## src/rtl/types_pkg.sv

```systemverilog
// Shared types for the time-of-day path.
//   time_t      : nine 4-bit BCD digits, t_10h in the MSBs down to t_1ms in the LSBs
//   set_state_t : states of the software time-set handshake
//   DIGIT_MAX   : roll-over value of each digit, index 0 = t_1ms .. index 8 = t_10h
//   time_valid  : range check of the hh:mm:ss part of a time_t
package types_pkg;

    typedef struct packed {
        logic [3:0] t_10h;
        logic [3:0] t_1h;
        logic [3:0] t_10m;
        logic [3:0] t_1m;
        logic [3:0] t_10s;
        logic [3:0] t_1s;
        logic [3:0] t_100ms;
        logic [3:0] t_10ms;
        logic [3:0] t_1ms;
    } time_t;

    typedef enum logic [1:0] {
        IDLE = 2'd0,
        ARM  = 2'd1,
        ACK  = 2'd2
    } set_state_t;

    localparam logic [3:0] MAX_DEC    = 4'd9;
    localparam logic [3:0] MAX_10S    = 4'd5;
    localparam logic [3:0] MAX_10M    = 4'd5;
    localparam logic [3:0] MAX_10H    = 4'd2;
    // Highest units-of-hours digit once the tens-of-hours digit reaches 2.
    localparam logic [3:0] MAX_1H_20  = 4'd3;

    localparam logic [8:0][3:0] DIGIT_MAX = {
        MAX_10H, MAX_DEC, MAX_10M, MAX_DEC, MAX_10S, MAX_DEC, MAX_DEC, MAX_DEC, MAX_DEC
    };

    function automatic logic time_valid(
        input logic [3:0] t_10h,
        input logic [3:0] t_1h,
        input logic [3:0] t_10m,
        input logic [3:0] t_1m,
        input logic [3:0] t_10s,
        input logic [3:0] t_1s
    );
        logic ok;
        ok = (t_1h <= MAX_DEC) && (t_1m <= MAX_DEC) && (t_1s <= MAX_DEC) &&
             (t_10s <= MAX_10S) && (t_10m <= MAX_10M) && (t_10h <= MAX_10H);
        // 20..23 is the only legal range once the tens digit is 2.
        if (t_10h == MAX_10H && t_1h > MAX_1H_20)
            ok = 1'b0;
        return ok;
    endfunction

endpackage

```

## src/rtl/bcd_digit.sv

```systemverilog
// One BCD digit of the time-of-day counter.
//   clk, rst  : clock and synchronous active-high reset
//   inc       : advance the digit by one (wraps to 0 after MAX)
//   load      : load load_val, takes priority over inc
//   load_val  : value to load
//   q         : current digit value
//   carry     : inc while the digit sits at MAX, feeds the next digit's inc
module bcd_digit #(
    parameter logic [3:0] MAX = 4'd9
) (
    input  logic       clk,
    input  logic       rst,
    input  logic       inc,
    input  logic       load,
    input  logic [3:0] load_val,
    output logic [3:0] q,
    output logic       carry
);

    assign carry = inc && (q == MAX);

    always_ff @(posedge clk) begin
        if (rst)
            q <= 4'd0;
        else if (load)
            q <= load_val;
        else if (inc)
            q <= (q == MAX) ? 4'd0 : q + 4'd1;
    end

endmodule

```

## src/rtl/tod_cnt.sv

```systemverilog
// BCD time-of-day counter hh:mm:ss.mmm.
//   clk, rst   : 200 MHz clock, synchronous active-high reset
//   tsc_1ppms  : 1-cycle millisecond tick
//   tsc_1pps   : 1-cycle second tick (also counts as a millisecond tick)
//   set_req    : level request to load set_time; set_time stable while high
//   set_time   : time to load, millisecond digits ignored
//   set_ack    : handshake acknowledge
//   set_err    : with set_ack, set_time was rejected
//   cur_time   : current time
//   pps_err    : 1-cycle pulse when 1pps arrived with ms != 999 and ms were snapped
//   pps_lost   : no 1pps seen for PPS_TIMEOUT millisecond ticks
module tod_cnt
    import types_pkg::*;
#(
    parameter int PPS_SYNC    = 1,
    parameter int PPS_TIMEOUT = 1100
) (
    input  logic  clk,
    input  logic  rst,
    input  logic  tsc_1ppms,
    input  logic  tsc_1pps,
    input  logic  set_req,
    input  time_t set_time,
    output logic  set_ack,
    output logic  set_err,
    output time_t cur_time,
    output logic  pps_err,
    output logic  pps_lost
);

    localparam logic [10:0] TIMEOUT = 11'(PPS_TIMEOUT);

    set_state_t      state;
    set_state_t      state_next;
    logic            set_err_next;
    logic            set_load;

    logic            tick;
    logic            adv;
    logic            snap;
    logic            hour_wrap;
    logic            set_ok;
    logic [10:0]     lost_cnt;

    logic [8:0][3:0] q_vec;
    logic [8:0][3:0] set_vec;
    logic [8:0][3:0] ld_val;
    logic [8:0]      inc;
    logic [8:0]      carry;
    logic [8:0]      ld;

    // The millisecond digits of set_time and the top carry have no consumer.
    logic            unused_bits;

    assign set_vec     = set_time;
    assign cur_time    = time_t'(q_vec);
    assign unused_bits = ^{set_vec[2:0], carry[8]};

    assign tick   = tsc_1ppms | tsc_1pps;
    assign adv    = tick && !set_load;
    assign set_ok = time_valid(set_time.t_10h, set_time.t_1h, set_time.t_10m,
                               set_time.t_1m, set_time.t_10s, set_time.t_1s);

    // A 1pps arriving mid-second forces the ms digits to 000 and pushes a
    // carry into the seconds, as if the ms digits had just rolled over.
    assign snap = (PPS_SYNC != 0) && tsc_1pps && !set_load &&
                  !(q_vec[2] == 4'd9 && q_vec[1] == 4'd9 && q_vec[0] == 4'd9);

    assign hour_wrap = inc[7] && (q_vec[8] == MAX_10H) && (q_vec[7] == MAX_1H_20);

    // Carry chain plus the per-digit load selection (set load, 1pps snap on
    // the ms digits, 23->00 wrap on the hour digits).
    always_comb begin
        inc    = '0;
        ld     = '0;
        ld_val = '0;
        inc[0] = adv;
        for (int i = 1; i < 9; i++)
            inc[i] = carry[i-1];
        inc[3] = carry[2] | snap;
        for (int i = 0; i < 3; i++)
            ld[i] = set_load | snap;
        for (int i = 3; i < 7; i++) begin
            ld[i]     = set_load;
            ld_val[i] = set_vec[i];
        end
        for (int i = 7; i < 9; i++) begin
            ld[i]     = set_load | hour_wrap;
            ld_val[i] = set_load ? set_vec[i] : 4'd0;
        end
    end

    for (genvar g = 0; g < 9; g++) begin : g_digit
        bcd_digit #(.MAX(DIGIT_MAX[g])) u_digit (
            .clk      (clk),
            .rst      (rst),
            .inc      (inc[g]),
            .load     (ld[g]),
            .load_val (ld_val[g]),
            .q        (q_vec[g]),
            .carry    (carry[g])
        );
    end

    // 1pps watchdog: cleared by every 1pps, counts ms ticks otherwise and
    // saturates so pps_lost stays up during a long outage.
    always_ff @(posedge clk) begin
        if (rst)
            lost_cnt <= '0;
        else if (tsc_1pps)
            lost_cnt <= '0;
        else if (tsc_1ppms && lost_cnt != '1)
            lost_cnt <= lost_cnt + 11'd1;
    end

    assign pps_lost = (lost_cnt >= TIMEOUT);

    always_ff @(posedge clk) begin
        if (rst)
            pps_err <= 1'b0;
        else
            pps_err <= snap;
    end

    // Set handshake: state register.
    always_ff @(posedge clk) begin
        if (rst) begin
            state   <= IDLE;
            set_err <= 1'b0;
        end else begin
            state   <= state_next;
            set_err <= set_err_next;
        end
    end

    // Set handshake: next state.
    always_comb begin
        state_next   = state;
        set_err_next = set_err;
        case (state)
            IDLE: begin
                set_err_next = 1'b0;
                if (set_req) begin
                    if (set_ok) begin
                        state_next = ARM;
                    end else begin
                        state_next   = ACK;
                        set_err_next = 1'b1;
                    end
                end
            end
            ARM: begin
                if (!set_req) begin
                    state_next = IDLE;
                end else if (set_load) begin
                    state_next   = ACK;
                    set_err_next = 1'b0;
                end
            end
            ACK: begin
                if (!set_req) begin
                    state_next   = IDLE;
                    set_err_next = 1'b0;
                end
            end
            default: begin
                state_next   = IDLE;
                set_err_next = 1'b0;
            end
        endcase
    end

    // Set handshake: outputs. Without a 1pps reference any tick is accepted
    // as the load point so a set still completes.
    always_comb begin
        set_ack  = (state == ACK);
        set_load = (state == ARM) && set_req && (tsc_1pps || (pps_lost && tick));
    end

endmodule

```

## config.mk

```make
export PLATFORM = sky130hd
export DESIGN_NAME = tod_cnt
export DESIGN_NICKNAME = d
export VERILOG_FILES = /design/src/rtl/types_pkg.sv /design/src/rtl/bcd_digit.sv /design/src/rtl/tod_cnt.sv
export SDC_FILE = /design/constraint.sdc
export NUM_CORES = 1
export LEC_CHECK = 0
export ABC_CLOCK_PERIOD_IN_PS = 13450
export CAP_MARGIN = 5
export CORE_MARGIN = 2
export CORE_UTILIZATION = 33
export DETAILED_ROUTE_END_ITERATION = 8
export PLACE_DENSITY = 0.57
export SLEW_MARGIN = 10
export SYNTH_ARGS = -nofsm -noshare
export SYNTH_HDL_FRONTEND = slang
export SYNTH_HIERARCHICAL = 1
export SYNTH_SLANG_ARGS = --single-unit
```

## constraint.sdc

```tcl
create_clock -name clk -period 13.45 [get_ports clk]
set_input_delay 2.0175 -clock clk [delete_from_list [all_inputs] [get_ports clk]]
set_output_delay 2.0175 -clock clk [all_outputs]
set_load 0.02 [all_outputs]
```

Word level (Yosys, flattened, before mapping). Index checks and enable logic that the tools add are counted.

Flip-flop bits (word level): 51. Latch bits: 0. Memory bits (writable): 0. ROM bits: 0. Input bits: 41. Output and inout bits: 40. Logic and storage cells: 129. Memories: 0.

Add/sub/neg operators: 10. Multiply operators: 0. Div/mod/pow operators: 0. $lt $le $gt $ge: 8. Eq/ne operators: 19. Shifts and indexed selects: 0. Multiplexer cells: 36. Bitwise gates (word level): 4. Reduce and logical (&&, ||, !) cells: 39.

Operator list (number): 4-bit 2-to-1 mux (23); 4-bit by 1-bit adder with 4-bit output, second input constant (9); 1-bit logical AND (25); 4-bit equality test, second input constant (6); 4-bit by 2-bit equality test with 1-bit output, second input constant (3); 4-bit less-or-equal comparator, second input constant (3); 2-bit nonzero test (6); 11-bit by 1-bit adder with 11-bit output, second input constant (1); 11-bit >= comparator, second input constant (1); 11-bit inequality test, second input constant (1); 2-bit 2-to-1 mux (5); 4-bit by 3-bit equality test with 1-bit output, second input constant (2); 4-bit by 3-bit less-or-equal comparator with 1-bit output, second input constant (2); 2-bit inequality test, second input constant (4); 1-bit 2-to-1 mux (6); 2-bit case mux with 3 select lines (1); 3-bit AND reduction (2); 4-bit by 2-bit > comparator with 1-bit output, second input constant (1); 4-bit by 2-bit less-or-equal comparator with 1-bit output, second input constant (1); 1-bit bitwise OR (4); 2-bit OR reduction (2); 3-bit inequality test, second input constant (1); 1-bit case mux with 3 select lines (1); 2-bit by 1-bit equality test with 1-bit output, second input constant (1); other kinds (4) (5).

Depth between registers and ports, before layout. Gate-level depths: netlist of the first run.

Depth in word-level cells: 18. Gate-level depth with buffers: 28. Gate-level depth less buffers: 26.

Hierarchy. Netlist of the first run, hierarchy kept.

By module, submodules not included: bcd_digit at g_digit[0].u_digit ... (instances 6, cells an instance 28, area an instance 245.2 um^2, sequential area each 80.1 um^2); tod_cnt (instances 1, cells an instance 126, area an instance 1027.2 um^2, sequential area each 300.3 um^2); bcd_digit at g_digit[4].u_digit ... (instances 2, cells an instance 26, area an instance 222.7 um^2, sequential area each 80.1 um^2); bcd_digit at g_digit[8].u_digit (instances 1, cells an instance 25, area an instance 216.5 um^2, sequential area each 80.1 um^2).

Least setup slack after synthesis of the first run. OpenSTA, ideal clock, no wires.

Kind: input to register. From: input port tsc_1ppms. To: register g_digit[7].u_digit.q[3]. Library setup time: 116 ps. Arrival time: 7288 ps. Required time: 13334 ps. Setup slack: 6046 ps. Stages on the path: 25. Buffers on the path: 1. Cell sequence: a21oi_1 o22a_1 nand2_2 nor3_1 nand2_2 nor3_1 nand2_2 nor3_1 nand2b_1 nand2_2 nor3_1 nand2_2 nor4_1 nand2_2 nor3_1 nand2_2 nor4_1 nand4b_1 nor3_1 nand2_1 o21ai_0 buf_2 mux2i_1 a311oi_1 a41o_1.

Longest elaborated chain between the ends: 18. Elaborated cells on any way between the ends: 22. Those cells by class: mux: 2; bitwise: 3; reduce/logical: 17.

RTL lines: start, declared (RTL line tod_cnt.sv:20) `input logic tsc_1ppms,`; 1-bit bitwise OR (*) (RTL line tod_cnt.sv:59) `assign tick = tsc_1ppms | tsc_1pps;`; 1-bit logical AND (RTL line tod_cnt.sv:177) `set_load = (state == ARM) && set_req && (tsc_1pps || (pps_lost && tick));`; 1-bit logical OR (RTL line tod_cnt.sv:177); 1-bit logical AND (RTL line tod_cnt.sv:177); 1-bit logical NOT (RTL line tod_cnt.sv:60) `assign adv = tick && !set_load;`; 1-bit logical AND (*) (RTL line tod_cnt.sv:60); via adv (RTL line tod_cnt.sv:39) `logic adv;`; 1-bit logical AND (*) (RTL line bcd_digit.sv:20) `assign carry = inc && (q == MAX);`; via carry[0] (RTL line tod_cnt.sv:49) `logic [8:0] carry;`; [1 not listed]; via carry[1] (RTL line tod_cnt.sv:49); [1 not listed]; via carry[2] (RTL line tod_cnt.sv:49); [1 not listed]; via inc[3] (RTL line tod_cnt.sv:48) `logic [8:0] inc;`; [1 not listed]; via carry[3] (RTL line tod_cnt.sv:49); [1 not listed]; via carry[4] (RTL line tod_cnt.sv:49); 1-bit logical AND (*) (RTL line bcd_digit.sv:20); via carry[5] (RTL line tod_cnt.sv:49); 1-bit logical AND (*) (RTL line bcd_digit.sv:20); via carry[6] (RTL line tod_cnt.sv:49); 1-bit logical AND (*) (2 in series) (RTL line tod_cnt.sv:69) `assign hour_wrap = inc[7] && (q_vec[8] == MAX_10H) && (q_vec[7] == MAX_1H_20);`; 1-bit bitwise OR (*) (RTL line tod_cnt.sv:88) `ld[i] = set_load | hour_wrap;`; via ld[7] (RTL line tod_cnt.sv:50) `logic [8:0] ld;`; 4-bit 2-to-1 mux / 2-bit nonzero test (equally long branches); end signal, assigned (RTL line bcd_digit.sv:26) `q <= load_val;`; end signal, assigned (RTL line bcd_digit.sv:28) `q <= (q == MAX) ? 4'd0 : q + 4'd1;`; end, declared (RTL line bcd_digit.sv:16) `output logic [3:0] q,`.

The timed path passes the listed nets; every way through them passes the cells marked *. A chain may end at the register's enable or synchronous reset.

Worst setup path in the final report of the first run.
From: input port set_req. To: register g_digit[8].u_digit.q[0].

Elaborated cells on any way between the ends: 21. Those cells by class: mux: 2; bitwise: 2; reduce/logical: 17.

RTL lines: start, declared (RTL line tod_cnt.sv:22) `input logic set_req,`; 1-bit logical AND (2 in series) (RTL line tod_cnt.sv:177); 1-bit logical NOT (RTL line tod_cnt.sv:60); 1-bit logical AND (RTL line tod_cnt.sv:60); via adv (RTL line tod_cnt.sv:39); 1-bit logical AND (RTL line bcd_digit.sv:20); via carry[0] (RTL line tod_cnt.sv:49); 1-bit logical AND (RTL line bcd_digit.sv:20); via carry[1] (RTL line tod_cnt.sv:49); [1 not listed]; via carry[2] (RTL line tod_cnt.sv:49); [1 not listed]; via inc[3] (RTL line tod_cnt.sv:48); [1 not listed]; via carry[3] (RTL line tod_cnt.sv:49); [1 not listed]; via carry[4] (RTL line tod_cnt.sv:49); 1-bit logical AND (RTL line bcd_digit.sv:20); via carry[5] (RTL line tod_cnt.sv:49); 1-bit logical AND (RTL line bcd_digit.sv:20); via carry[6] (RTL line tod_cnt.sv:49); 1-bit logical AND (RTL line bcd_digit.sv:20); via carry[7] (RTL line tod_cnt.sv:49); 2-bit nonzero test (no source line); end signal, assigned (RTL line bcd_digit.sv:26); end signal, assigned (RTL line bcd_digit.sv:28); end, declared (RTL line bcd_digit.sv:16).

The timed path passes the listed nets, and every way through them passes these cells.

==> results of run 1 <==
[report_power, final]
group / internal, W / switching, W
Sequential: 0.000155 / 0.00000650
Clock: 0.0000470 / 0.0000557
Combinational: 0.0000236 / 0.0000222
Total: 0.000226 / 0.0000845
[routing by layer]
metal | GRT usage [%] | vias up | share of wire [%]
met3 | 2.21 | 7 | 2.1
met4 | 3.74 | 0 | 1.1
met5 | 0 | - | 0
met1 | 21.7 | 1359 | 49
met2 | 25.8 | 41 | 48
li1 | - | 1503 | -
[state kept, by name, summed over array words and instances (netlist names)]
signal and cells:
g_digit.u_digit/q 36, lost_cnt 11, pps_err 1, set_err 1, state 2
[placed cells by master, fill, tap and decap left out, types with 11 or more instances in the layout]
master                            instances
sky130_fd_sc_hd__nand3_1                 12
sky130_fd_sc_hd__nor3b_1                 11
sky130_fd_sc_hd__inv_1                   34
sky130_fd_sc_hd__o21ai_0                 18
sky130_fd_sc_hd__mux2i_1                 15
sky130_fd_sc_hd__nor2_1                  23
sky130_fd_sc_hd__a21oi_1                 22
sky130_fd_sc_hd__clkdlybuf4s50_1         67
sky130_fd_sc_hd__conb_1                  12
sky130_fd_sc_hd__dfxtp_1                 51
sky130_fd_sc_hd__nand2_1                 14
[area by class of cell]
type / count / area, µm²
fill: 932 / 5130
tap: 129 / 161
timing repair buffer: 73 / 713
clock buffer: 7 / 96.3
sequential: 51 / 1020
multi-input combinational: 282 / 1980
clock inverter: 1 / 7.51
inverter: 36 / 135
[worst max-delay path, cell delays in order]
cell                              delay, ns
sky130_fd_sc_hd__clkdlybuf4s50_1       0.47
sky130_fd_sc_hd__nand3b_1              0.46
sky130_fd_sc_hd__o22a_1                0.29
sky130_fd_sc_hd__nand2_2               0.08
sky130_fd_sc_hd__nor3_1                0.50
sky130_fd_sc_hd__nand2_2               0.12
sky130_fd_sc_hd__nor3_1                0.48
sky130_fd_sc_hd__nand2_2               0.12
sky130_fd_sc_hd__nor3_1                0.16
sky130_fd_sc_hd__nand2b_1              0.23
sky130_fd_sc_hd__nand2_2               0.09
sky130_fd_sc_hd__nor3_1                0.49
sky130_fd_sc_hd__nand2_2               0.14
sky130_fd_sc_hd__nor4_1                0.63
sky130_fd_sc_hd__nand2_2               0.13
sky130_fd_sc_hd__nor3_1                0.56
sky130_fd_sc_hd__nand2_2               0.15
sky130_fd_sc_hd__nor4_1                0.72
sky130_fd_sc_hd__nand2_2               0.13
sky130_fd_sc_hd__nor3_1                0.48
sky130_fd_sc_hd__inv_1                 0.12
sky130_fd_sc_hd__a211o_2               0.32
sky130_fd_sc_hd__a221oi_1              0.25
[worst paths after layout]
kind                       startpoint                                   end  slack, ns  cells past startpoint
max                           set_req  g_digit[8].u_digit/q[0]$_SDFFE_PP0P_       4.52                     23
min              set_err$_SDFFE_PP0P_                  set_err$_SDFFE_PP0P_       0.49                      2
max reg2reg  lost_cnt[5]$_SDFFE_PP0P_  g_digit[8].u_digit/q[0]$_SDFFE_PP0P_       6.12                     24
min reg2reg      set_err$_SDFFE_PP0P_                  set_err$_SDFFE_PP0P_       0.49                      2
[stage by stage]
step	hold WS, ns	cells
floorplan	0.479	381
global placement	0.467	571
detailed placement	0.477	571
CTS	0.492	579
global route	0.543	579
finish	0.486	579
==> run_results.csv, run 1 <==
group,metric,value,unit
synth,yosys_warnings,6,
route,route.detailed.wl_per_inst,13.4,µm
pwr,power_per_cell_area,75.3,nW/µm²
global_route,grt.total_usage,15.7,%
synth,postSynthCellCount,370,
synth,syn_area,3150,µm²
clock_tree,tritoncts_num_sinks,51,
route,remaining_drc_errors,0,
final_layout,final_layout_size_suffix_gt1_share,11.6,%
route,initialDrtViolationCount,81,
global_route,largest_net_degree_at_the_start_of_global_routing,49,
timing,grt_setup_unrepaired,"no",
clock_tree,h-tree-depth,2,
worst_setup_path,worst_ep_arrival_time,9.14,ns
route,routed_wl,7770,µm
place,detailed_place_hpwl,5640,µm
clock_tree,cts-buffers-inserted,5,
worst_hold_path,hold_class,"reg2reg",
timing,layout_worst_path_cycle_share,66.4,%
final_layout,nNetsFinal,492,
pwr,ir_drop,0.0000496,V
place,io_buffer_count,68,
route,detailedRoute.firstPassIterationCount,4,
timing,pnr_worst_setup_slack,4.52,ns
clock_tree,cts-resized-gates,0,
die,core.rowCount,35,
worst_setup_path,worst-endpoint-required,13.66,ns
route,vias_per_cell,5.03,
clock_tree,cts.root.buffer_cell,"sky130_fd_sc_hd__clkbuf_8",
die,die_h,102,µm
timing,fin_skew,0.0145,ns
timing,worst_slew_margin_rel,39.0,%
run_status,run_status,"completed",
worst_setup_path,start_kind,"primary input",
synth,postSynthAreaPerCell,8.51,µm²
timing,final.min_clock_period,8.93,ns
global_route,leftover_overflow_at_the_end_of_global_routing,0,
place,dpl_worst_slack,4.18,ns
worst_setup_path,worst-setup-path-type,"in2reg",
die,die_width,102,µm
job,drv_cap,0,
worst_setup_path,endpoint_kind,"flip-flop",
final_layout,syn2layout_area_growth,30.6,%
timing,finalHoldViolCount,0,
timing,timing_max_transition_violations_final,0,
die,floorplan.initialDensity,34.1,%
pwr,leakagePower,1.44,nW
timing,fmaxAchievable,0.112,GHz
global_route,grt_antenna_before_repair,0,
clock_tree,worst_skew_pair.late_latency,0.31,ns
clock_tree,worst_setup_hold_path_clk_slew,0.10,ns
pwr,fin_total_pwr,0.000310,W
die,design.die.area,10300,µm²
route,ant_nets,0,
worst_setup_path,critical_path_peak_fanout,13,
clock_tree,post-cts-setup-buffers,0,
timing,setup_total_negative_slack,0,ns
timing,setup-violations-final,0,
global_route,grt_pass1_wl,13300,µm
route,vias,2910,
place,dpl-instance-area,4010,µm²
clock_tree,cts_tree,"yes",
global_route,first_global_vias,2833,
clock_tree,maximum_clock_insertion_buffer_count,2,
final_layout,post-route-util,44.5,%
timing,tightest_slew,0.906,ns
place,gp_congestion,0.803,
clock_tree,cts.hold.buffers_added,0,
final_layout,post-route-cell-area,4110,µm²
die,num_io_pins,81,
final_layout,antenna_cells,0,
die,core-area,9240,µm²
Note: power is estimated with default switching activity, not from simulation.
==> run 2: changes to the inputs <==
--- a/config.mk
+++ b/config.mk
@@ -5,12 +5,12 @@
 export SDC_FILE = /design/constraint.sdc
 export NUM_CORES = 1
 export LEC_CHECK = 0
-export ABC_CLOCK_PERIOD_IN_PS = 13450
+export ABC_CLOCK_PERIOD_IN_PS = 7800
 export CAP_MARGIN = 5
 export CORE_MARGIN = 2
 export CORE_UTILIZATION = 33
 export DETAILED_ROUTE_END_ITERATION = 8
-export PLACE_DENSITY = 0.57
+export PLACE_DENSITY = 0.59
 export SLEW_MARGIN = 10
 export SYNTH_ARGS = -nofsm -noshare
 export SYNTH_HDL_FRONTEND = slang
==> constraint.sdc (replaced) <==
create_clock -name clk -period 7.8 [get_ports clk]
set_input_delay 1.17 -clock clk [delete_from_list [all_inputs] [get_ports clk]]
set_output_delay 1.17 -clock clk [all_outputs]
set_load 0.02 [all_outputs]
==> run_results.csv, run 2 (same netlist as run 1, synthesis figures left out) <==
group,metric,value,unit
worst_setup_path,worst_ep_arrival_time,7.18,ns
worst_setup_path,endpoint_kind,"flip-flop",
die,design.die.area,10300,µm²
clock_tree,post-cts-setup-buffers,0,
route,initialDrtViolationCount,86,
final_layout,largest_register_ffs,36,
place,gp_congestion,0.847,
die,core.rowCount,35,
die,die_h,102,µm
die,core-area,9240,µm²
die,die_width,102,µm
die,num_io_pins,81,
worst_setup_path,worst-endpoint-required,8.02,ns
global_route,first_global_vias,2808,
timing,fin_skew,0.00761,ns
worst_setup_path,critical_path_peak_fanout,8,
global_route,grt.total_usage,15.5,%
route,detailedRoute.firstPassIterationCount,4,
route,ant_nets,0,
route,routed_wl,7880,µm
final_layout,nFillCells,951,
worst_hold_path,hold_class,"reg2reg",
timing,tightest_slew,0.597,ns
route,route.detailed.wl_per_inst,13.5,µm
final_layout,reg.largest.list,"g_digit.u_digit/q (36), lost_cnt (11), state (2)",
final_layout,post-route-util,44.6,%
pwr,leakagePower,1.45,nW
timing,fmaxAchievable,0.144,GHz
pwr,power_per_cell_area,125,nW/µm²
worst_setup_path,worst-setup-path-type,"in2reg",
final_layout,final_layout_size_suffix_gt1_share,12.1,%
timing,worst_slew_margin_rel,59.9,%
place,dpl.cell_count,574,
worst_setup_path,worst-r2r-setup-slack,1.45,ns
final_layout,seqCellArea,1020,µm²
run_status,run_status,"completed",
clock_tree,h-tree-depth,2,
place,io_buffer_count,68,
global_route,grt_antenna_before_repair,0,
final_layout,layout_commonest_cell,"sky130_fd_sc_hd__clkdlybuf4s50_1",
clock_tree,cts-buffers-inserted,5,
timing,timing_max_transition_violations_final,0,
clock_tree,tritoncts_num_sinks,51,
route,vias_per_cell,5.03,
timing,layout_worst_path_cycle_share,89.2,%
final_layout,syn2layout_area_growth,30.9,%
global_route,largest_net_degree_at_the_start_of_global_routing,49,
timing,pnr_worst_setup_slack,0.840,ns
final_layout,nNetsFinal,495,
timing,setup-violations-final,0,
place,dpl_worst_slack,0.279,ns
timing,final.min_clock_period,6.96,ns
clock_tree,cts_tree,"yes",
die,floorplan.initialDensity,34.1,%
final_layout,multi_input_comb_area,1980,µm²
timing,setup_total_negative_slack,0,ns
job,drv_cap,0,
clock_tree,worst_skew_pair.late_latency,0.31,ns
final_layout,antenna_cells,0,
worst_setup_path,start_kind,"primary input",
global_route,grt_pass1_wl,13100,µm
final_layout,commonest_cells_after_routing_fill_and_taps_aside,"sky130_fd_sc_hd__clkdlybuf4s50_1, sky130_fd_sc_hd__dfxtp_1, sky130_fd_sc_hd__inv_1",
global_route,leftover_overflow_at_the_end_of_global_routing,0,
final_layout,top_register,"g_digit.u_digit/q",
timing,finalHoldViolCount,0,
final_layout,fin_cells,582,
clock_tree,cts.root.buffer_cell,"sky130_fd_sc_hd__clkbuf_8",
route,remaining_drc_errors,0,
place,detailed_place_hpwl,5810,µm
clock_tree,worst_setup_hold_path_clk_slew,0.10,ns
route,vias,2926,
clock_tree,maximum_clock_insertion_buffer_count,2,
pwr,ir_drop,0.0000785,V
timing,grt_setup_unrepaired,"no",
[run 2: per-stage QoR]
stage	instance area, µm²	hold WS (ns)	total power [W]
after floorplan	3190	0.479	0.000322
after global placement	4030	0.468	0.000363
after detailed placement	4030	0.479	0.000364
after CTS	4120	0.504	0.000521
after global routing	4120	0.537	0.000539
final	4120	0.508	0.000513
[run 2: worst max-delay path: stages]
cell and delay (ns):
sky130_fd_sc_hd__clkdlybuf4s50_1 0.55, sky130_fd_sc_hd__a21oi_1 0.23, sky130_fd_sc_hd__o22a_1 0.25, sky130_fd_sc_hd__nand2_2 0.08, sky130_fd_sc_hd__nor3_1 0.52, sky130_fd_sc_hd__nand2_2 0.13, sky130_fd_sc_hd__nor3_1 0.51, sky130_fd_sc_hd__nand2_2 0.12
sky130_fd_sc_hd__nor3_1 0.17, sky130_fd_sc_hd__nand2b_1 0.23, sky130_fd_sc_hd__nand2_2 0.09, sky130_fd_sc_hd__nor3_1 0.49, sky130_fd_sc_hd__nand2_2 0.14, sky130_fd_sc_hd__nor4_1 0.20, sky130_fd_sc_hd__buf_4 0.18, sky130_fd_sc_hd__nand2_2 0.07
sky130_fd_sc_hd__nor3_2 0.37, sky130_fd_sc_hd__nand2_2 0.12, sky130_fd_sc_hd__nor4_1 0.20, sky130_fd_sc_hd__buf_4 0.19, sky130_fd_sc_hd__nand2_2 0.07, sky130_fd_sc_hd__nor3_1 0.43, sky130_fd_sc_hd__inv_1 0.12, sky130_fd_sc_hd__a211o_2 0.32
sky130_fd_sc_hd__a221oi_1 0.23
[run 2: area by class of cell]
type	count	area share (%)
Clock buffer	6	1.76
Clock inverter	2	0.303
Inverter	36	3.28
Multi-Input combinational cell	282	48.1
Sequential cell	51	24.8
Tap cell	129	3.92
Timing Repair Buffer	76	17.8
[run 2: path summary, 6_finish.rpt]
kind,from,to,cells after the start
min,set_err$_SDFFE_PP0P_,set_err$_SDFFE_PP0P_,2
min reg2reg,set_err$_SDFFE_PP0P_,set_err$_SDFFE_PP0P_,2
max,tsc_1ppms,g_digit[8].u_digit/q[0]$_SDFFE_PP0P_,25
max reg2reg,lost_cnt[5]$_SDFFE_PP0P_,g_digit[8].u_digit/q[0]$_SDFFE_PP0P_,26
[run 2: report_power, final]
group           total, W  internal [W]  leakage, nW  switching (W)
clock network   0.000156     0.0000631       0.0412      0.0000932
logic          0.0000792     0.0000407        0.993      0.0000385
registers       0.000278      0.000267        0.415      0.0000108
total           0.000513      0.000371         1.45       0.000143
[run 2: repair_timing]
| item | CTS | global route |
|---|---|---|
| setup endpoints to repair | 0 | 3 |
| hold buffers | 0 | 0 |
| resized for setup | 0 | 1 |
[run 2: routing by layer]
layer	vias to the layer above	track usage [%]	routed length, µm
li1	1506	-	-
met1	1362	20.2	3770
met2	50	26.2	3760
met3	8	2.55	245
met4	0	4.37	95
met5	-	0	0
==> run 3: changes to the inputs <==
--- a/config.mk
+++ b/config.mk
@@ -8,9 +8,10 @@
 export ABC_CLOCK_PERIOD_IN_PS = 7800
 export CAP_MARGIN = 5
 export CORE_MARGIN = 2
-export CORE_UTILIZATION = 33
+export CORE_UTILIZATION = 45
+export CTS_CLUSTER_DIAMETER = 40
 export DETAILED_ROUTE_END_ITERATION = 8
-export PLACE_DENSITY = 0.59
+export PLACE_DENSITY = 0.76
 export SLEW_MARGIN = 10
 export SYNTH_ARGS = -nofsm -noshare
 export SYNTH_HDL_FRONTEND = slang
==> run_results.csv, run 3 (same netlist as run 1, synthesis figures left out) <==
group,metric,value,unit
place,dpl-instance-area,3980,µm²
worst_setup_path,worst-setup-path-type,"in2reg",
final_layout,layout_commonest_cell,"sky130_fd_sc_hd__clkdlybuf4s50_1",
global_route,largest_net_degree_at_the_start_of_global_routing,49,
place,gp_congestion,0.824,
worst_setup_path,critical-path-top-delay-family,"simple AND/OR/NAND/NOR gates",
clock_tree,worst_skew_pair.late_latency,0.31,ns
pwr,netSwitchingFraction,26.5,%
worst_setup_path,worst_ep_arrival_time,7.32,ns
worst_setup_path,timing.critical_path.depth,25,
final_layout,nNetsFinal,494,
die,die_h,87.7,µm
pwr,power_per_cell_area,129,nW/µm²
clock_tree,post-cts-setup-buffers,0,
place,detailed_place_hpwl,5430,µm
clock_tree,maximum_clock_insertion_buffer_count,2,
final_layout,commonest_cells_after_routing_fill_and_taps_aside,"sky130_fd_sc_hd__clkdlybuf4s50_1, sky130_fd_sc_hd__dfxtp_1, sky130_fd_sc_hd__inv_1",
worst_setup_path,cp_slowest_cell,"sky130_fd_sc_hd__clkdlybuf4s50_1",
pwr,combPwrFrac,14.9,%
worst_setup_path,path_common_cell,"sky130_fd_sc_hd__nand2_2",
timing,setup-violations-final,0,
place,dpl_worst_slack,0.392,ns
pwr,clock_power_share,32.5,%
final_layout,top_register,"g_digit.u_digit/q",
final_layout,fin_cells,548,
final_layout,antenna_cells,0,
place,io_buffer_count,68,
worst_setup_path,timing.reg2reg.worst_path_depth,26,
worst_setup_path,crit-reg2reg-capture,"g_digit[8].u_digit/q[0]$_SDFFE_PP0P_",
clock_tree,cts.root.buffer_cell,"sky130_fd_sc_hd__clkbuf_8",
timing,timing_max_transition_violations_final,0,
worst_setup_path,critical_path_peak_fanout,8,
final_layout,seqCellArea,1020,µm²
worst_setup_path,worst-endpoint-required,8.01,ns
timing,finalHoldViolCount,0,
route,remaining_drc_errors,0,
final_layout,post-route-cell-area,4080,µm²
timing,tightest_slew,0.961,ns
timing,grt_setup_unrepaired,"no",
clock_tree,cts-resized-gates,0,
job,drv_cap,0,
route,vias,2970,
global_route,first_global_vias,2767,
die,core-area,6790,µm²
place,dpl.cell_count,540,
global_route,grt.total_usage,20.2,%
die,design.die.area,7680,µm²
timing,worst_slew_margin_rel,35.9,%
pwr,internal-power,0.000389,W
route,route.detailed.wl_per_inst,13.8,µm
worst_setup_path,regToRegStartpoint,"lost_cnt[7]$_SDFFE_PP0P_",
die,floorplan.initialDensity,46.4,%
run_status,run_status,"completed",
timing,setup_total_negative_slack,0,ns
die,num_io_pins,81,
final_layout,largest_register_ffs,36,
worst_setup_path,critical_path.max_stage_delay,0.56,ns
final_layout,final_layout_size_suffix_gt1_share,11.7,%
clock_tree,h-tree-depth,2,
timing,final.min_clock_period,7.11,ns
pwr,ir_drop,0.0000779,V
die,die_width,87.7,µm
die,core.rowCount,30,
route,initialDrtViolationCount,138,
global_route,grt_antenna_before_repair,0,
timing,hold_slack,0.482,ns
worst_hold_path,min_delay_src,"set_err$_SDFFE_PP0P_",
pwr,power.share.sequential,52.6,%
worst_setup_path,worst-r2r-setup-slack,1.33,ns
timing,fin_skew,0.0149,ns
clock_tree,cts.hold.buffers_added,0,
worst_setup_path,endpoint_kind,"flip-flop",
route,vias_per_cell,5.42,
clock_tree,worst_setup_hold_path_clk_slew,0.09,ns
timing,layout_worst_path_cycle_share,91.1,%
final_layout,reg.largest.list,"g_digit.u_digit/q (36), lost_cnt (11), state (2)",
final_layout,nFillCells,618,
pwr,leakagePower,1.45,nW
final_layout,multi_input_comb_area,1980,µm²
worst_setup_path,worst_path_bufs_invs,4,
timing,fmaxAchievable,0.141,GHz
route,detailedRoute.firstPassIterationCount,4,
worst_hold_path,timing.hold.worst_endpoint,"set_err$_SDFFE_PP0P_",
clock_tree,tritoncts_num_sinks,51,
clock_tree,cts_tree,"yes",
route,ant_nets,0,
worst_hold_path,hold_class,"reg2reg",
pwr,power.switching,0.000140,W
worst_hold_path,min_path_cells,2,
timing,pnr_worst_setup_slack,0.691,ns
global_route,grt_pass1_wl,12700,µm
worst_setup_path,start_kind,"primary input",
final_layout,syn2layout_area_growth,29.7,%
global_route,leftover_overflow_at_the_end_of_global_routing,0,
route,routed_wl,7550,µm
clock_tree,cts-buffers-inserted,5,
[run 3: cell count changes in the layout (fill, tap and decap cells not counted), sizes merged]
cell      change
buf           -1
clkbuf        +2
clkinv        -1
clkinvlp      -1
[run 3: per-layer routing]
metal,vias up,global-route usage [%],part of all wire (%)
met5,-,0,0
met4,0,5.03,0.78
met3,4,3.11,3.2
met2,61,34.8,50
met1,1405,26.5,46
li1,1500,-,-
[run 3: worst register-to-register path, delay by kind of cell, from the launching register on]
kind / cells / cell delay (ns)
buffers and inverters: 3 / 0.49
and+or+nand+nor: 17 / 4.05
AOI/OAI and AO/OA: 6 / 1.49
DFF: 1 / 0.37
[run 3: cell type report]
| cell class | instances | area share, % |
|---|---|---|
| Clock buffer | 8 | 2.45 |
| Inverter | 36 | 3.31 |
| Multi-Input combinational cell | 282 | 48.5 |
| Sequential cell | 51 | 25.0 |
| Tap cell | 96 | 2.94 |
| Timing Repair Buffer | 75 | 17.8 |
[run 3: worst max-delay path by stage]
stage              start                              endpoint  slack, ns
5_1_grt        tsc_1ppms  g_digit[8].u_digit/q[0]$_SDFFE_PP0P_       0.01
4_1_cts        tsc_1ppms  g_digit[8].u_digit/q[0]$_SDFFE_PP0P_       0.67
2_1_floorplan  tsc_1ppms  g_digit[7].u_digit/q[3]$_SDFFE_PP0P_       1.24
6_report       tsc_1ppms  g_digit[8].u_digit/q[0]$_SDFFE_PP0P_       0.69
3_3_place_gp   tsc_1ppms  g_digit[8].u_digit/q[0]$_SDFFE_PP0P_       0.48
3_5_place_dp   tsc_1ppms  g_digit[8].u_digit/q[0]$_SDFFE_PP0P_       0.39
[run 3: stage by stage]
step / util [%] / power (W)
5_1_grt: 60.1 / 0.000555
2_1_floorplan: - / 0.000322
6_report: 60.1 / 0.000529
3_3_place_gp: 58.6 / 0.000361
3_5_place_dp: 58.6 / 0.000362
4_1_cts: 60.1 / 0.000534
[run 3: power groups by stage]
stage | combinational [W] | sequential [W] | clock, W
after global routing | 0.0000861 | 0.000280 | 0.000189
final | 0.0000788 | 0.000278 | 0.000172
after detailed placement | 0.0000786 | 0.000283 | 0
after global placement | 0.0000774 | 0.000284 | 0
after floorplan | 0.0000328 | 0.000289 | 0
after CTS | 0.0000792 | 0.000278 | 0.000177
